`src/rtl/imm_gen_pipe_if.sv`:
```
// rtl/imm_gen_pipe_if.sv - instruction-in / immediate-out handshake bundle for imm_gen_pipe
interface imm_gen_pipe_if #(
    parameter int XLEN  = 32,
    parameter int TAG_W = 5
);
    logic             in_valid;
    logic             in_ready;
    logic [31:0]      in_instr;
    logic [TAG_W-1:0] in_tag;
    logic             out_valid;
    logic             out_ready;
    logic [XLEN-1:0]  out_imm;
    logic [2:0]       out_fmt;
    logic             out_illegal;
    logic [TAG_W-1:0] out_tag;

    // Block side: consumes instructions, produces immediates
    modport slave (
        input  in_valid, in_instr, in_tag, out_ready,
        output in_ready, out_valid, out_imm, out_fmt, out_illegal, out_tag
    );

    // Environment side: feeds fetch data, sinks decode results
    modport master (
        output in_valid, in_instr, in_tag, out_ready,
        input  in_ready, out_valid, out_imm, out_fmt, out_illegal, out_tag
    );
endinterface

```
`src/rtl/imm_gen_pipe.sv`:
```
// rtl/imm_gen_pipe.sv - pipelined RISC-V immediate generator with backpressure and flush
module imm_gen_pipe #(
    parameter int XLEN       = 32,
    parameter int STAGES     = 1,
    parameter int TAG_W      = 5,
    parameter int ENABLE_CSR = 1
) (
    input  logic          clk,
    input  logic          rst,
    input  logic          flush,
    imm_gen_pipe_if.slave bus
);
    localparam logic [2:0] FMT_NONE = 3'd0;
    localparam logic [2:0] FMT_I    = 3'd1;
    localparam logic [2:0] FMT_S    = 3'd2;
    localparam logic [2:0] FMT_B    = 3'd3;
    localparam logic [2:0] FMT_U    = 3'd4;
    localparam logic [2:0] FMT_J    = 3'd5;
    localparam logic [2:0] FMT_Z    = 3'd6;

    logic [31:0] ins;
    logic [63:0] dec_imm64;
    logic [2:0]  dec_fmt;
    logic        dec_ill;

    assign ins = bus.in_instr;

    // Decode the immediate at 64 bits so one set of fields serves both XLEN settings
    always_comb begin
        dec_imm64 = '0;
        dec_fmt   = FMT_NONE;
        dec_ill   = 1'b0;
        if (ins[1:0] != 2'b11) begin
            dec_ill = 1'b1;
        end else begin
            case (ins[6:0])
                7'b0000011, 7'b1100111, 7'b0010011: begin
                    dec_imm64 = {{52{ins[31]}}, ins[31:20]};
                    dec_fmt   = FMT_I;
                end
                7'b0011011: begin
                    if (XLEN == 64) begin
                        dec_imm64 = {{52{ins[31]}}, ins[31:20]};
                        dec_fmt   = FMT_I;
                    end
                end
                7'b0100011: begin
                    dec_imm64 = {{52{ins[31]}}, ins[31:25], ins[11:7]};
                    dec_fmt   = FMT_S;
                end
                7'b1100011: begin
                    dec_imm64 = {{52{ins[31]}}, ins[7], ins[30:25], ins[11:8], 1'b0};
                    dec_fmt   = FMT_B;
                end
                7'b0110111, 7'b0010111: begin
                    dec_imm64 = {{32{ins[31]}}, ins[31:12], 12'b0};
                    dec_fmt   = FMT_U;
                end
                7'b1101111: begin
                    dec_imm64 = {{44{ins[31]}}, ins[19:12], ins[20], ins[30:21], 1'b0};
                    dec_fmt   = FMT_J;
                end
                7'b1110011: begin
                    if (ENABLE_CSR != 0) begin
                        dec_imm64 = {59'b0, ins[19:15]};
                        dec_fmt   = FMT_Z;
                    end
                end
                default: ;
            endcase
        end
    end

    // Slice k takes its data from src_*[k]; src_*[STAGES] is the output slice
    logic [STAGES-1:0] vld_q;
    logic [STAGES-1:0] vld_d;
    logic [STAGES-1:0] load;
    logic [STAGES:0]   src_vld;
    logic [STAGES:0]   rdy;
    logic [XLEN-1:0]   imm_q [STAGES];
    logic [2:0]        fmt_q [STAGES];
    logic              ill_q [STAGES];
    logic [TAG_W-1:0]  tag_q [STAGES];
    logic [XLEN-1:0]   src_imm [STAGES+1];
    logic [2:0]        src_fmt [STAGES+1];
    logic              src_ill [STAGES+1];
    logic [TAG_W-1:0]  src_tag [STAGES+1];

    assign src_vld[0]     = bus.in_valid;
    assign src_imm[0]     = dec_imm64[XLEN-1:0];
    assign src_fmt[0]     = dec_fmt;
    assign src_ill[0]     = dec_ill;
    assign src_tag[0]     = bus.in_tag;
    assign rdy[STAGES]    = bus.out_ready;

    // A slice is ready when the consumer is ready or any slice from here downstream
    // is empty; the flattened OR avoids a combinational chain through rdy itself
    for (genvar g = 0; g < STAGES; g++) begin : g_stage
        assign src_vld[g+1] = vld_q[g];
        assign src_imm[g+1] = imm_q[g];
        assign src_fmt[g+1] = fmt_q[g];
        assign src_ill[g+1] = ill_q[g];
        assign src_tag[g+1] = tag_q[g];
        assign rdy[g]       = bus.out_ready || !(&vld_q[STAGES-1:g]);
    end

    // Per-slice load and next-valid; flush kills everything including the incoming word
    always_comb begin
        load  = '0;
        vld_d = '0;
        for (int k = 0; k < STAGES; k++) begin
            load[k] = src_vld[k] && rdy[k];
            if (flush) begin
                vld_d[k] = 1'b0;
            end else if (load[k]) begin
                vld_d[k] = 1'b1;
            end else if (rdy[k+1]) begin
                vld_d[k] = 1'b0;
            end else begin
                vld_d[k] = vld_q[k];
            end
        end
    end

    // Slice registers; data only moves on load, so a stalled output holds steady
    always_ff @(posedge clk) begin
        if (rst) begin
            vld_q <= '0;
            for (int k = 0; k < STAGES; k++) begin
                imm_q[k] <= '0;
                fmt_q[k] <= '0;
                ill_q[k] <= 1'b0;
                tag_q[k] <= '0;
            end
        end else begin
            vld_q <= vld_d;
            for (int k = 0; k < STAGES; k++) begin
                if (load[k]) begin
                    imm_q[k] <= src_imm[k];
                    fmt_q[k] <= src_fmt[k];
                    ill_q[k] <= src_ill[k];
                    tag_q[k] <= src_tag[k];
                end
            end
        end
    end

    assign bus.in_ready    = rdy[0];
    assign bus.out_valid   = src_vld[STAGES];
    assign bus.out_imm     = src_imm[STAGES];
    assign bus.out_fmt     = src_fmt[STAGES];
    assign bus.out_illegal = src_ill[STAGES];
    assign bus.out_tag     = src_tag[STAGES];
endmodule

```
`src/flat_wrapper.sv`:
```
// flat-port wrapper written by rule: the top's interface ports become plain ports
module imm_gen_pipe_flat 
#(
    parameter int XLEN       = 32,
    parameter int STAGES     = 1,
    parameter int TAG_W      = 5,
    parameter int ENABLE_CSR = 1
)
  (clk, rst, flush, bus_in_valid, bus_in_instr, bus_in_tag, bus_out_ready, bus_in_ready, bus_out_valid, bus_out_imm, bus_out_fmt, bus_out_illegal, bus_out_tag);
  imm_gen_pipe_if #(.XLEN(XLEN), .TAG_W(TAG_W)) bus_i ();
  input  logic clk;
  input  logic rst;
  input  logic flush;
  input wire logic [$bits(bus_i.in_valid)-1:0] bus_in_valid;
  input wire logic [$bits(bus_i.in_instr)-1:0] bus_in_instr;
  input wire logic [$bits(bus_i.in_tag)-1:0] bus_in_tag;
  input wire logic [$bits(bus_i.out_ready)-1:0] bus_out_ready;
  output wire logic [$bits(bus_i.in_ready)-1:0] bus_in_ready;
  output wire logic [$bits(bus_i.out_valid)-1:0] bus_out_valid;
  output wire logic [$bits(bus_i.out_imm)-1:0] bus_out_imm;
  output wire logic [$bits(bus_i.out_fmt)-1:0] bus_out_fmt;
  output wire logic [$bits(bus_i.out_illegal)-1:0] bus_out_illegal;
  output wire logic [$bits(bus_i.out_tag)-1:0] bus_out_tag;
  assign bus_i.in_valid = bus_in_valid;
  assign bus_i.in_instr = bus_in_instr;
  assign bus_i.in_tag = bus_in_tag;
  assign bus_i.out_ready = bus_out_ready;
  assign bus_in_ready = bus_i.in_ready;
  assign bus_out_valid = bus_i.out_valid;
  assign bus_out_imm = bus_i.out_imm;
  assign bus_out_fmt = bus_i.out_fmt;
  assign bus_out_illegal = bus_i.out_illegal;
  assign bus_out_tag = bus_i.out_tag;
  imm_gen_pipe #(.XLEN(XLEN), .STAGES(STAGES), .TAG_W(TAG_W), .ENABLE_CSR(ENABLE_CSR)) u_core (.clk(clk), .rst(rst), .flush(flush), .bus(bus_i));
endmodule
```
`config.mk`:
```
export PLATFORM = sky130hd
export DESIGN_NAME = imm_gen_pipe_flat
export DESIGN_NICKNAME = d
export VERILOG_FILES = /design/src/rtl/imm_gen_pipe_if.sv /design/src/rtl/imm_gen_pipe.sv /design/src/flat_wrapper.sv
export SDC_FILE = /design/constraint.sdc
export NUM_CORES = 1
export LEC_CHECK = 0
export CAP_MARGIN = 20
export CORE_MARGIN = 2
export CORE_UTILIZATION = 47
export CTS_BUF_LIST = sky130_fd_sc_hd__clkbuf_4 sky130_fd_sc_hd__clkbuf_8
export DETAILED_ROUTE_END_ITERATION = 7
export PLACE_DENSITY_LB_ADDON = 0.15
export SETUP_SLACK_MARGIN = 0.5
export SYNTH_ARGS = -nofsm -noshare
export SYNTH_HDL_FRONTEND = slang
export SYNTH_SLANG_ARGS = --single-unit
```
`constraint.sdc`:
```
create_clock -name clk -period 4.86 [get_ports clk]
set_input_delay 0.486 -clock clk [delete_from_list [all_inputs] [get_ports clk]]
set_output_delay 0.486 -clock clk [all_outputs]
set_load 0.01 [all_outputs]
```
==> flow_metrics.env <==
export IMPL_yosys_register_bits=42
export IMPL_fin_util=0.7191
export IMPL_p_int_mw=0.5803
export IMPL_ys_flop_type="edfxtp_1"
export IMPL_drv_cap=0
export IMPL_start_util=0.4940
export IMPL_seq_power_share=0.558
export IMPL_p_per_area_nw_per_um2=258.3
export IMPL_status="finished, final reports clean"
export IMPL_cts_tree="yes"
export IMPL_first_pass_iters=4
export IMPL_netlist_area_sq_um=2004
export IMPL_ys_seq_area_frac=0.6242
export IMPL_yosysTopAreaCell="edfxtp_1"
export IMPL_r2r_setup_slack_ns=3.06
export IMPL_cts_buffer_depth=2
export IMPL_worstSetupEndpointType="register"
export IMPL_relSlewSlack=0.3441
export IMPL_core_area_sq_um=4058
export IMPL_grt_max_degree=42
export IMPL_grt_total_usage=0.1922
export IMPL_port_buffers=84
export IMPL_drc=0
export IMPL_startpoint="bus_in_instr[2]"
export IMPL_synth_nets=209
export IMPL_slowest_delay_ns=0.60
export IMPL_ys_top_cells_by_area="edfxtp_1 61%, nand2_1 5.4%, a21oi_1 4.5%, and2_1 4.1%, a21oi_2 3.1%"
export IMPL_io_pins=85
export IMPL_p_leak_nw=0.9756
export IMPL_crit_arrival_ns=2.66
export IMPL_rows=23
export IMPL_drv_slew=0
export IMPL_routedWlPerCell_um=14.84
export IMPL_wirelength_um=4421
export IMPL_overflow=0
export IMPL_worstHoldStart="u_core.bus.out_valid$_SDFFE_PP0P_"
export IMPL_cp_max_fo=27
export IMPL_antenna_found_initial=0
export IMPL_viasPerCell=5.419
export IMPL_crit_type="in -> reg"
export IMPL_async_reset_ff_frac=0
export IMPL_finalHoldViolCount=0
export IMPL_layout_nets=289
export IMPL_setup_tns_ns=0
export IMPL_setup_violations=0
export IMPL_vias=1615
export IMPL_place_gp_congestion=0.9320
export IMPL_yosysUniqueCellTypes=39
export IMPL_cts_resized=0
export IMPL_yosys_warnings=0
export IMPL_worst_ep_required_time_ns=4.96
export IMPL_syn_inst=167
export IMPL_drtAntennaViolNets=0
export IMPL_cts_sinks=42
export IMPL_die_w_um=69.31
export IMPL_drive_gt1_frac=0.07258
export IMPL_diodes=0
export IMPL_syn2layout_area_growth_pct=45.57
export IMPL_synth_edf_count=41
export IMPL_max_freq_mhz=391.0
export IMPL_grt_pass1_vias=1531
export IMPL_post_cts_buffers=0
export IMPL_synth_top_area_share=0.6142
export IMPL_initialDrtViolationCount=164
export IMPL_clkPwrFrac=0.291
export IMPL_hold_buffers=0
export IMPL_rsz0062_at_grt="false"
export IMPL_clk_pin_slew_ns=0.08
export IMPL_peakVddDrop_v=0.0001594
export IMPL_fin_skew_ns=0.009302
export IMPL_cts_buffers=5
export IMPL_min_path_type="reg -> reg"
export IMPL_start_kind="input pin"
export IMPL_layout_min_cycle_time_ns=2.557
export IMPL_reg2reg_from="u_core.bus.out_valid$_SDFFE_PP0P_"
export IMPL_dp_hpwl_um=3222
export IMPL_slowest_stage="clkdlybuf4s50_1"
export IMPL_swShare=0.2299
export IMPL_syn_area_per_cell_sq_um=12.00
export IMPL_combPwrFrac=0.151
export IMPL_cts_root_buffer="clkbuf_8"
export IMPL_crit_chain="clkdlybuf4s50_1, and3b_1, or4_1, a21o_1, a2111oi_4"
export IMPL_grt_pass1_wl_um=7348
export IMPL_htree_levels=2
export IMPL_finalCritPeriodShare=0.5262
export IMPL_p_switching_mw=0.1732
export IMPL_dieArea_sq_um=4803
export IMPL_tightest_slew_ns=0.9839
export IMPL_chipHeight_um=69.31
export IMPL_insertion_delay_ns=0.30
==> placed cells by master, fill, tap and decap left out, types with 2 or more instances in the layout <==
master and n:
clkdlybuf4s50_1 84, edfxtp_1 41, nand2_1 29, a21oi_1 18, and2_1 13, nor2_1 8
a21oi_2 7, a22oi_1 5, clkbuf_8 5, nand3_1 3, nor2b_1 2, or4_1 2
nand4b_1 2, a31oi_1 2, and3_1 2
==> per-layer routing <==
metal | wire length [um] | up-vias | track usage | share of wire
met5 | 0 | - | 0 | 0
met4 | 89 | 0 | 0.07190 | 0.020
met3 | 344 | 11 | 0.03779 | 0.078
met2 | 2104 | 85 | 0.3109 | 0.48
met1 | 1882 | 743 | 0.2575 | 0.43
li1 | - | 776 | - | -
==> power by group through the flow <==
stage | Clock (mW) | Combinational (mW) | Sequential [mW]
4_1_cts | 0.220 | 0.114 | 0.421
6_report | 0.219 | 0.114 | 0.421
5_1_grt | 0.231 | 0.121 | 0.423
3_5_place_dp | 0 | 0.114 | 0.429
3_3_place_gp | 0 | 0.113 | 0.428
2_1_floorplan | 0 | 0.0250 | 0.439
==> critical path, delay by kind of cell <==
family | cells | cell delay (ns)
AO/OA/AOI/OAI | 2 | 0.90
buffers and inverters | 1 | 0.60
AND/OR/NAND/NOR | 2 | 0.66
==> final timing paths <==
| kind | to | depth (start not counted) |
|---|---|---|
| min reg2reg | u_core.bus.out_valid$_SDFFE_PP0P_ | 2 |
| max reg2reg | u_core.imm_q[0][17]$_SDFFCE_PP0P_ | 4 |
| min | u_core.bus.out_valid$_SDFFE_PP0P_ | 2 |
| max | u_core.fmt_q[0][0]$_SDFFCE_PP0P_ | 5 |
==> Yosys cell counts (2+ instances only) <==
master	number
a21oi_1	18
a21oi_2	7
a22oi_1	5
a31oi_1	2
and2_1	13
and3_1	2
buf_2	2
buf_8	2
clkbuf_1	5
edfxtp_1	41
nand2_1	29
nand2b_1	2
nand3_1	3
nand4b_1	2
nor2_1	8
nor2b_1	2
or4_1	2
==> cells by family (layout without fill, tap and decap cells) <==
group | count (synthesis) | in the layout | share of synthesized area
DFF | 42 | 42 | 0.6242
buffers and inverters | 12 | 93 | 0.04058
and+or+nand+nor | 71 | 71 | 0.1829
AOI/OAI and AO/OA | 42 | 42 | 0.1523
==> flip-flops by register name, indices dropped and copies added (netlist names) <==
signal                flops
u_core.ill_q              1
u_core.fmt_q              3
u_core.tag_q              5
u_core.bus.out_valid      1
u_core.imm_q             32
==> stage by stage <==
step	hold slack (ns)	instances	power, mW	setup WS, ns	cell area [sq um]
after floorplan	0.5588	167	0.4643	2.704	2004
after global placement	0.5672	290	0.5419	2.038	2833
after detailed placement	0.5657	290	0.5429	2.000	2833
after CTS	0.5820	298	0.7550	2.306	2918
after global routing	0.6103	298	0.7748	2.123	2918
final	0.5805	298	0.7535	2.303	2918
==> layout make-up <==
cell class              count  area, sq um
flip-flops and latches     42         1251
fillers                   295         1140
repair buffers             84        840.8
multi-input cells         113        674.4
clock buffers               5        68.82
well taps                  50        62.56
clock inverters             3        16.27
inverters                   1        3.754
No activity file was read; power rests on OpenSTA's default activity.
